<file path="config.mk">
export PLATFORM = sky130hd
export DESIGN_NAME = multicycle_control_unit
export DESIGN_NICKNAME = d
export VERILOG_FILES = /design/src/rtl/cpu_types_pkg.sv /design/src/rtl/data_path_muxs_pkg.sv /design/src/rtl/instr_decoder.sv /design/src/rtl/multicycle_control_unit.sv
export SDC_FILE = /design/constraint.sdc
export NUM_CORES = 1
export LEC_CHECK = 0
export CAP_MARGIN = 20
export CELL_PAD_IN_SITES_DETAIL_PLACEMENT = 1
export CELL_PAD_IN_SITES_GLOBAL_PLACEMENT = 2
export CORE_AREA = 10 10 99 101
export DETAILED_ROUTE_END_ITERATION = 10
export DIE_AREA = 0 0 109 111
export PLACE_DENSITY = 0.9
export SETUP_SLACK_MARGIN = 0.02
export SLEW_MARGIN = 15
export SYNTH_ARGS = -nofsm -noshare
export SYNTH_HDL_FRONTEND = slang
export SYNTH_SLANG_ARGS = --single-unit
</file>
<file path="constraint.sdc">
create_clock -name CLK -period 3.9 [get_ports CLK]
set_clock_uncertainty 0.1 [all_clocks]
set_input_delay 0.585 -clock CLK [delete_from_list [all_inputs] [get_ports CLK]]
set_output_delay 0.585 -clock CLK [all_outputs]
set_load 0.01 [all_outputs]
</file>
<file path="src/rtl/cpu_types_pkg.sv">
// cpu_types_pkg.sv
// Opcode, function-code and ALU operation encodings.
package cpu_types_pkg;

  typedef enum logic [5:0] {
    RTYPE = 6'h00,
    J     = 6'h02,
    JAL   = 6'h03,
    BEQ   = 6'h04,
    BNE   = 6'h05,
    ADDIU = 6'h09,
    SLTI  = 6'h0a,
    SLTIU = 6'h0b,
    ANDI  = 6'h0c,
    ORI   = 6'h0d,
    XORI  = 6'h0e,
    LUI   = 6'h0f,
    LW    = 6'h23,
    SW    = 6'h2b,
    HALT  = 6'h3f
  } opcode_t;

  typedef enum logic [5:0] {
    SLL  = 6'h00,
    SRL  = 6'h02,
    JR   = 6'h08,
    ADD  = 6'h20,
    ADDU = 6'h21,
    SUB  = 6'h22,
    SUBU = 6'h23,
    AND  = 6'h24,
    OR   = 6'h25,
    XOR  = 6'h26,
    NOR  = 6'h27,
    SLT  = 6'h2a,
    SLTU = 6'h2b
  } funct_t;

  typedef enum logic [3:0] {
    ALU_SLL,
    ALU_SRL,
    ALU_ADD,
    ALU_SUB,
    ALU_AND,
    ALU_OR,
    ALU_XOR,
    ALU_NOR,
    ALU_SLT,
    ALU_SLTU
  } aluop_t;

endpackage

</file>
<file path="src/rtl/data_path_muxs_pkg.sv">
// data_path_muxs_pkg.sv
// Control FSM states, wait-limit default and datapath mux selects.
package data_path_muxs_pkg;

  localparam int WAIT_MAX_DEF = 15;

  typedef enum logic [2:0] {
    FETCH,
    DECODE,
    EXECUTE,
    MEMORY,
    WRITEBACK,
    HALTED
  } state_t;

  typedef enum logic [1:0] {
    SEL_LOAD_NXT_INSTR,
    SEL_LOAD_IMM16,
    SEL_LOAD_JMP_ADDR,
    SEL_LOAD_REG
  } pc_src_t;

  typedef enum logic [1:0] {
    SEL_SRC_REG,
    SEL_SRC_IMM,
    SEL_SRC_SHAMT
  } alu_src_t;

  typedef enum logic [1:0] {
    SEL_ALU_RES,
    SEL_DLOAD,
    SEL_NPC,
    SEL_LUI
  } mem_to_reg_t;

  typedef enum logic [1:0] {
    SEL_RD,
    SEL_RT,
    SEL_R31
  } reg_dest_t;

  typedef enum logic {
    EXT_ZERO,
    EXT_SIGN
  } extend_t;

endpackage

</file>
<file path="src/rtl/instr_decoder.sv">
// instr_decoder.sv
// Combinational IR field decode into ALU op and datapath mux selects.
module instr_decoder
  import cpu_types_pkg::*;
  import data_path_muxs_pkg::*;
(
  input  logic [5:0]  i_op,
  input  logic [5:0]  i_fn,
  output aluop_t      o_alu_op,
  output alu_src_t    o_alu_src,
  output mem_to_reg_t o_mem_to_reg,
  output reg_dest_t   o_reg_dest,
  output extend_t     o_extend
);

  opcode_t w_op;
  funct_t  w_fn;

  assign w_op = opcode_t'(i_op);
  assign w_fn = funct_t'(i_fn);

  // per-opcode selects; unlisted opcodes keep the add/reg defaults
  always_comb begin
    o_alu_op     = ALU_ADD;
    o_alu_src    = SEL_SRC_REG;
    o_mem_to_reg = SEL_ALU_RES;
    o_reg_dest   = SEL_RT;
    o_extend     = EXT_SIGN;
    unique case (1'b1)
      (w_op == RTYPE): begin
        o_reg_dest = SEL_RD;
        unique case (1'b1)
          (w_fn == SLL): begin
            o_alu_op  = ALU_SLL;
            o_alu_src = SEL_SRC_SHAMT;
          end
          (w_fn == SRL): begin
            o_alu_op  = ALU_SRL;
            o_alu_src = SEL_SRC_SHAMT;
          end
          (w_fn == SUB) || (w_fn == SUBU):
            o_alu_op = ALU_SUB;
          (w_fn == AND):  o_alu_op = ALU_AND;
          (w_fn == OR):   o_alu_op = ALU_OR;
          (w_fn == XOR):  o_alu_op = ALU_XOR;
          (w_fn == NOR):  o_alu_op = ALU_NOR;
          (w_fn == SLT):  o_alu_op = ALU_SLT;
          (w_fn == SLTU): o_alu_op = ALU_SLTU;
          default: ;
        endcase
      end
      (w_op == ADDIU): o_alu_src = SEL_SRC_IMM;
      (w_op == SLTI): begin
        o_alu_op  = ALU_SLT;
        o_alu_src = SEL_SRC_IMM;
      end
      (w_op == SLTIU): begin
        o_alu_op  = ALU_SLTU;
        o_alu_src = SEL_SRC_IMM;
      end
      (w_op == ANDI): begin
        o_alu_op  = ALU_AND;
        o_alu_src = SEL_SRC_IMM;
        o_extend  = EXT_ZERO;
      end
      (w_op == ORI): begin
        o_alu_op  = ALU_OR;
        o_alu_src = SEL_SRC_IMM;
        o_extend  = EXT_ZERO;
      end
      (w_op == XORI): begin
        o_alu_op  = ALU_XOR;
        o_alu_src = SEL_SRC_IMM;
        o_extend  = EXT_ZERO;
      end
      (w_op == LUI): begin
        o_alu_src    = SEL_SRC_IMM;
        o_mem_to_reg = SEL_LUI;
        o_extend     = EXT_ZERO;
      end
      (w_op == LW): begin
        o_alu_src    = SEL_SRC_IMM;
        o_mem_to_reg = SEL_DLOAD;
      end
      (w_op == SW): o_alu_src = SEL_SRC_IMM;
      (w_op == BEQ) || (w_op == BNE):
        o_alu_op = ALU_SUB;
      (w_op == JAL): begin
        o_mem_to_reg = SEL_NPC;
        o_reg_dest   = SEL_R31;
      end
      default: ;
    endcase
  end

endmodule

</file>
<file path="src/rtl/multicycle_control_unit.sv">
// multicycle_control_unit.sv
// Multicycle control FSM with IR, memory wait timeout and retire counter.
module multicycle_control_unit
  import cpu_types_pkg::*;
  import data_path_muxs_pkg::*;
#(
  parameter int CNT_W    = 16,
  parameter int WAIT_MAX = WAIT_MAX_DEF,
  parameter int WAIT_W   = 4
) (
  input  logic             CLK,
  input  logic             nRST,
  input  logic [31:0]      instruction,
  input  logic             ihit,
  input  logic             dhit,
  input  logic             equal,
  output logic             iREN,
  output logic             dREN,
  output logic             dWEN,
  output logic             IRWr,
  output logic             PCWr,
  output logic             RegWr,
  output aluop_t           alu_op,
  output alu_src_t         ALUSrc,
  output pc_src_t          PCSrc,
  output mem_to_reg_t      mem_to_reg,
  output reg_dest_t        reg_dest,
  output extend_t          extend,
  output logic             halt,
  output logic             bus_err,
  output logic [CNT_W-1:0] instr_count
);

  localparam logic [WAIT_W-1:0] LP_WAIT_LAST =
    WAIT_W'(WAIT_MAX - 1);

  state_t            r_state;
  state_t            w_next;
  logic [31:0]       r_ir;
  logic [WAIT_W-1:0] r_wait;
  logic [CNT_W-1:0]  r_cnt;
  logic              r_bus_err;
  opcode_t           w_op;
  funct_t            w_fn;
  logic              w_is_jr;
  logic              w_waiting;
  logic              w_wait_last;
  logic              w_err;
  logic              w_unused_ir;

  // only opcode and funct steer the FSM; the rest feeds the datapath
  assign w_op        = opcode_t'(r_ir[31:26]);
  assign w_fn        = funct_t'(r_ir[5:0]);
  assign w_unused_ir = ^r_ir[25:6];
  assign w_is_jr     = (w_op == RTYPE) && (w_fn == JR);
  assign w_wait_last = (r_wait == LP_WAIT_LAST);

  assign w_waiting =
    ((r_state == FETCH) && !ihit) ||
    ((r_state == MEMORY) && !dhit);

  assign halt        = (r_state == HALTED);
  assign bus_err     = r_bus_err;
  assign instr_count = r_cnt;

  instr_decoder u_dec (
    .i_op         (r_ir[31:26]),
    .i_fn         (r_ir[5:0]),
    .o_alu_op     (alu_op),
    .o_alu_src    (ALUSrc),
    .o_mem_to_reg (mem_to_reg),
    .o_reg_dest   (reg_dest),
    .o_extend     (extend)
  );

  // next state, strobes and PC source; all strobes forced low in reset
  always_comb begin
    w_next = r_state;
    iREN   = 1'b0;
    dREN   = 1'b0;
    dWEN   = 1'b0;
    IRWr   = 1'b0;
    PCWr   = 1'b0;
    RegWr  = 1'b0;
    PCSrc  = SEL_LOAD_NXT_INSTR;
    w_err  = 1'b0;
    unique case (r_state)
      FETCH: begin
        iREN = 1'b1;
        if (ihit) begin
          IRWr   = 1'b1;
          w_next = DECODE;
        end else if (w_wait_last) begin
          w_err  = 1'b1;
          w_next = HALTED;
        end
      end
      DECODE: begin
        w_next = (w_op == HALT) ? HALTED : EXECUTE;
      end
      EXECUTE: begin
        w_next = WRITEBACK;
        unique case (1'b1)
          (w_op == BEQ): begin
            PCWr   = 1'b1;
            w_next = FETCH;
            if (equal) PCSrc = SEL_LOAD_IMM16;
          end
          (w_op == BNE): begin
            PCWr   = 1'b1;
            w_next = FETCH;
            if (!equal) PCSrc = SEL_LOAD_IMM16;
          end
          (w_op == J): begin
            PCWr   = 1'b1;
            PCSrc  = SEL_LOAD_JMP_ADDR;
            w_next = FETCH;
          end
          w_is_jr: begin
            PCWr   = 1'b1;
            PCSrc  = SEL_LOAD_REG;
            w_next = FETCH;
          end
          (w_op == LW) || (w_op == SW):
            w_next = MEMORY;
          default: ;
        endcase
      end
      MEMORY: begin
        dREN = (w_op == LW);
        dWEN = (w_op == SW);
        if (dhit) begin
          if (w_op == SW) begin
            PCWr   = 1'b1;
            w_next = FETCH;
          end else begin
            w_next = WRITEBACK;
          end
        end else if (w_wait_last) begin
          w_err  = 1'b1;
          w_next = HALTED;
        end
      end
      WRITEBACK: begin
        RegWr  = 1'b1;
        PCWr   = 1'b1;
        w_next = FETCH;
        if (w_op == JAL) PCSrc = SEL_LOAD_JMP_ADDR;
      end
      HALTED: ;
      default: w_next = FETCH;
    endcase
    if (!nRST) begin
      iREN  = 1'b0;
      dREN  = 1'b0;
      dWEN  = 1'b0;
      IRWr  = 1'b0;
      PCWr  = 1'b0;
      RegWr = 1'b0;
      w_err = 1'b0;
    end
  end

  // state register
  always_ff @(posedge CLK or negedge nRST) begin
    if (!nRST) r_state <= FETCH;
    else       r_state <= w_next;
  end

  // instruction register, loaded only on IRWr
  always_ff @(posedge CLK or negedge nRST) begin
    if (!nRST)     r_ir <= '0;
    else if (IRWr) r_ir <= instruction;
  end

  // wait counter: counts miss cycles, zero whenever not waiting
  always_ff @(posedge CLK or negedge nRST) begin
    if (!nRST)          r_wait <= '0;
    else if (w_waiting) r_wait <= r_wait + 1'b1;
    else                r_wait <= '0;
  end

  // saturating retired-instruction counter
  always_ff @(posedge CLK or negedge nRST) begin
    if (!nRST)
      r_cnt <= '0;
    else if (PCWr && (r_cnt != '1))
      r_cnt <= r_cnt + 1'b1;
  end

  // sticky bus error
  always_ff @(posedge CLK or negedge nRST) begin
    if (!nRST)      r_bus_err <= 1'b0;
    else if (w_err) r_bus_err <= 1'b1;
  end

endmodule
</file>
; Yosys cells after proc, flatten, opt, wreduce, memory -nomap -nowiden
; Cells that the tools add are included.
[op_classes]
reduce_logical = 17
eq_ne = 31
n_addsub = 2
n_mux = 41
[ops]
columns = cell, count
row1 = $eq A6 B6 Y1 const B, 11
row2 = $eq A6 B4 Y1 const B, 8
row3 = $pmux W4 S9, 1
row4 = $pmux W4 S7, 1
row5 = $mux W1, 22
row6 = $eq A6 B2 Y1 const B, 3
row7 = $add A16 B1 Y16 const B, 1
row8 = $ne A16 B16 Y1 const B, 1
row9 = $mux W3, 5
row10 = $pmux W3 S5, 1
row11 = $eq A6 B3 Y1 const B, 2
row12 = $logic_not A6 Y1, 2
row13 = $pmux W2 S2, 3
row14 = $reduce_or A9 Y1, 1
row15 = $pmux W2 S4, 1
row16 = $reduce_or A4 Y1, 2
row17 = $eq A3 B2 Y1 const B, 2
row18 = $eq A3 B3 Y1 const B, 2
row19 = $pmux W2 S3, 1
row20 = $pmux W3 S2, 1
row21 = $add A4 B1 Y4 const B, 1
row22 = $eq A4 B4 Y1 const B, 1
row23 = $logic_and A1 B1 Y1, 4
row24 = $logic_or A1 B1 Y1, 4
row25 = other kinds (8), 10
[word_totals]
word_cells = 96
ff_bits = 56
out_inout_bits = 37
inputBits = 37

; Depth between registers and ports, before layout
[logic_depth]
word_depth = 7
depth_mapped = 8
ltp_nobuf = 7

; Modules after synthesis
; From an unflattened synthesis, not the netlist that was laid out.
[unflattened]
cells_unflattened = 223
hier_area_um2 = 2214.6
[by_module_without_submodules]
columns = module, seq_area_each_um2, cells_per_inst, instances, area_per_inst_um2
row1 = multicycle_control_unit, 900.9, 177, 1, 1906.8
row2 = instr_decoder, 0.0, 46, 1, 307.8

; Least setup slack after synthesis
; OpenSTA, ideal clock, no wires.
[synth_path]
path_type = input to output
startpoint = in nRST
endpoint = out IRWr
arrival_time_ns = 1.559
t_required_ns = 3.215
path_buffers = 0
setup_slack_ns = 1.656
stages = 4
path_cell_list = nand2b_1 nor3_1 nand2_1 inv_1
[synth_via]
elab_chain_len = 1
[synth_lines]
columns = item, line_no
row1 = start: declaration, multicycle_control_unit.sv:12  ; input logic nRST,
row2 = $mux W1, multicycle_control_unit.sv:153  ; if (!nRST) begin
row3 = end: declaration, multicycle_control_unit.sv:20  ; output logic IRWr,
; Every way passes these cells.

; Worst setup path in the final report
[layout_path]
startpoint = in nRST
endpoint = out PCWr
[layout_via]
elab_chain_len = 1
[layout_lines]
columns = item, line_no
row1 = $mux W1, multicycle_control_unit.sv:153
row2 = end: declaration, multicycle_control_unit.sv:21  ; output logic PCWr,
; Every way passes these cells.

==> flow_results.org <==
** Routing
- The final layout contains routed wiring with a total length of between 6 and 7 mm.
- For this block, the via count after detailed routing is just under 2000.
- For this run, the detailed router's first-pass iteration total came to 4.
- Violation count after the first detailed-routing iteration :: 30
- Via-per-instance ratio :: just under 5
- Number of routed nets with antenna violations :: 0
- Average wire per cell in the routed design :: approximately 16 µm
- Number of remaining DRC errors :: 0

** Clocking
- Cts bufs inserted :: 5
- TritonCTS built the clock tree.
- Buffer count from post-CTS setup fixing :: 0
- Buffer levels on the longest clock path :: 2
- The later pin in the worst-skew pair is clocked with a latency of 280 ps.
- CTS built an H-tree with a depth of 2.
- Clock tree root buffer cell :: sky130_fd_sc_hd__clkbuf_8
- Clock transition at the register clock pins on the worst setup and hold paths after CTS :: ~70 ps
- For this design, the sink count on the clock tree is 36.

** Floorplan
- The initialized floorplan defines 33 standard-cell rows.
- Once the floorplan was initialized, standard cells occupied a little over a quarter of the core.
- The die covers 12100 µm².
- 74 I/O pins were placed.
- Floorplan die width :: around 110 µm
- The die is 111 µm tall.
- In this run the standard cell core region covers between 7000 and 8000 µm².

** Layout
- Ratio of cells with drive above 1 in the final layout :: slightly above 10%
- Antenna Diode Count :: 0
- The net count of the finished layout is around 330.
- Cells fill between 30% and 40% of the core in the end.
- The multi-input combinational cells in the finished layout cover a total of roughly 1200 µm².
- Sequential cell area in the final layout :: 901 µm²
- FILL cells :: just over 900
- Final non-filler cell total :: 394
- Compared with the post-synthesis result, the final layout area differs by 34.5%.

** Timing
- Static timing analysis puts the maximum clock frequency at slightly below 300 MHz.
- Setup violations remaining at the end of the flow were counted as 0.
- After layout, the worst path uses roughly nine tenths of the clock period.
- The worst path in the final design needs a cycle of 3440 ps, including I/O delays and setup.
- The worst pin sits at a relative slew slack of 64.9%.
- Total negative slack for setup checks :: 0 ps
- The max-slew violation count was 0.
- The tightest hold path in the finished design has a slack of approximately 380 ps.
- The number of hold violations in the final report came to 0.
- At the pin with the least slew margin, the transition time is ~530 ps.
- Setup repair after global routing missed its margin :: false

** Global route
- Entering global routing, the biggest net connects 35 pins.
- The initial antenna violation count is 0.
- Met1 track demand over resource in global routing :: about an eighth
- Global route overflow :: 0
- Vias in the first global route :: just over 2000
- For this run, global-route usage on met2 was measured as ~17%.
- Across every metal layer, demand over resource in global routing totals between 10% and 20%.
- Global route hottest layer :: met2
- Met3 usage :: 3.90%
- The first global-routing pass estimated 10.4 mm of wire.

** Placed design
- The count of buffers added on input and output ports is 53.
- The wire-length estimate of the detail-placed layout is about 4.8 mm.
- At the end of routability-driven placement, the weighted congestion stood at between 0.7 and 0.8.
- The number of placed instances, taps included, is around 390.

** Synth
- In the synthesized netlist the dominant register cell turns out to be sky130_fd_sc_hd__dfrtp_1.
- Dividing the synthesized area by the synthesized cell count gives between 9 and 10 µm².
- Cell area after synthesis :: around 2200 µm²
- The synthesized design contains 0 enable-type register cells.
- Synth cell types :: 47
- The synthesized design contains 36 register bits.
- Share of synthesized registers carrying an async set or reset :: 100%
- Proportion of synthesized chip area in sequential cells :: roughly two fifths
- Yosys warning count :: 0
- Synthesis produced a netlist with a net count of ~280.
- After technology mapping, the gate count stands at approximately 240.

** Critical path
- Top fanout value on the critical path :: 34
- Critical Path Start Type :: input pin
- At the worst endpoint, the required time is between 3000 and 4000 ps.
- CP endpoint kind :: primary output
- Critical path start-end classification :: input pin to primary output
- Data arrival, critical path :: about 2800 ps

** Hold path
- Worst Hold Class :: flop to flop

** Run
- The tool flagged a number of max-cap violations equal to 0.

** Power and ir drop
- In this run the static leakage power is 0.00113 µW.
- Across the VDD grid, the largest voltage drop is between 0.2 and 0.25 mV.
- Power spread over the standard cell area amounts to between 500 and 600 nW/µm².
- After layout, the design draws a total of around 1700 µW.

** Status
- Result of the run :: complete, no violations
## timing repair
action / CTS / global route
endpoints found under the hold margin: 3 / 0
hold buffers: 1 / 0
resized for setup: 0 / 0
## synthesized netlist by cell type, types with 2 or more instances
library cell                number  share of area (%)
sky130_fd_sc_hd__dfrtp_1        36                 42
sky130_fd_sc_hd__nor2_1         26                4.5
sky130_fd_sc_hd__nand2_1        19                3.3
sky130_fd_sc_hd__o21ai_0        13                3.0
sky130_fd_sc_hd__nand3_1        11                2.6
sky130_fd_sc_hd__nor3_1         11                2.6
sky130_fd_sc_hd__xnor2_1        11                4.5
sky130_fd_sc_hd__mux2_2         10                5.2
sky130_fd_sc_hd__nand4_1         9                2.6
sky130_fd_sc_hd__a21oi_1         8                1.9
sky130_fd_sc_hd__clkbuf_1        8                1.4
sky130_fd_sc_hd__inv_1           8                1.4
sky130_fd_sc_hd__xor2_1          8                3.3
sky130_fd_sc_hd__nand2b_1        4                1.2
sky130_fd_sc_hd__nor3b_1         4                1.4
sky130_fd_sc_hd__a31oi_1         3               0.87
sky130_fd_sc_hd__and3_1          3               0.87
sky130_fd_sc_hd__ha_1            3                1.7
sky130_fd_sc_hd__nor4_1          3               0.87
sky130_fd_sc_hd__o22ai_1         3               0.87
sky130_fd_sc_hd__or3_1           3               0.87
sky130_fd_sc_hd__a211oi_1        2               0.70
sky130_fd_sc_hd__nor2b_1         2               0.58
sky130_fd_sc_hd__nor4_2          2                1.2
sky130_fd_sc_hd__o21bai_1        2               0.70
sky130_fd_sc_hd__o2bb2ai_1       2               0.81
## final cells by class
type / instances / area share (%)
Clock buffer: 6 / 2.51
Timing Repair Buffer: 57 / 19.3
Clock inverter: 2 / 1.21
Sequential cell: 36 / 31.1
Multi-Input combinational cell: 180 / 40.3
Inverter: 8 / 1.04
Tap cell: 105 / 4.54
## where the power goes
group | leakage, µW | internal (µW) | switching [µW]
Combinational | 0.000614 | 354 | 337
Sequential | 0.000457 | 477 | 239
Clock | 0.0000552 | 190 | 133
## cell families after synthesis
family                   share of synthesized area, %
AO/OA/AOI/OAI                                    11.7
XOR/XNOR                                         7.73
adder cells (fa/ha/maj)                          1.74
buffers and inverters                            3.89
flip-flops                                       41.8
multiplexers                                     5.75
AND/OR/NAND/NOR                                  27.3
## metal layers
layer / up-vias / wire, µm / share of wire (%)
met3: 4 / 418 / 6.6
met1: 954 / 2720 / 43
met4: 0 / 50 / 0.79
met5: - / 0 / 0
met2: 45 / 3140 / 50
li1: 941 / - / -
## path summary, 6_finish.rpt
kind                       startpoint              end  slack [ps]  depth (start not counted)
setup / recovery                 nRST             PCWr         460                          7
setup reg to reg             r_ir[28]  instr_count[12]        1260                          6
hold / removal                bus_err          bus_err         380                          1
min in group asynchronous        nRST       r_state[1]         550                          2
max in group asynchronous        nRST   instr_count[8]        2490                          3
hold reg to reg               bus_err          bus_err         380                          1
## sequential cells by signal (all words and copies together) (netlist names)
name and flops:
r_wait 4, instr_count 16, r_state 3, bus_err 1, r_ir 12
## per-stage QoR
step	setup WS, ps	cell area (µm²)
floorplan	1660	2150
global placement	619	2780
detailed placement	612	2780
CTS	409	2900
global route	181	2900
finish	461	2900
## placed cells by master, fill, tap and decap left out, drive strengths merged, types with 3 or more instances in the layout
cell type | synthesis | final
clkdlybuf4s50 | 0 | 52
dfrtp | 36 | 36
nor2 | 27 | 27
nand2 | 20 | 20
o21ai | 13 | 13
nor3 | 11 | 11
nand3 | 11 | 11
xnor2 | 11 | 11
mux2 | 11 | 11
nand4 | 9 | 9
xor2 | 8 | 8
inv | 8 | 8
a21oi | 8 | 8
clkbuf | 8 | 6
nor4 | 5 | 5
nor3b | 4 | 4
nand2b | 4 | 4
buf | 3 | 4
o22ai | 3 | 3
or3 | 3 | 3
a31oi | 3 | 3
and3 | 3 | 3
ha | 3 | 3
## critical path, stage by stage
cell and delay, ps:
sky130_fd_sc_hd__dlygate4sd3_1 520, sky130_fd_sc_hd__buf_2 180, sky130_fd_sc_hd__buf_4 410, sky130_fd_sc_hd__a21boi_2 290, sky130_fd_sc_hd__nor2_2 120, sky130_fd_sc_hd__inv_1 90, sky130_fd_sc_hd__clkdlybuf4s50_1 540
(Power assumes the default switching activity.)
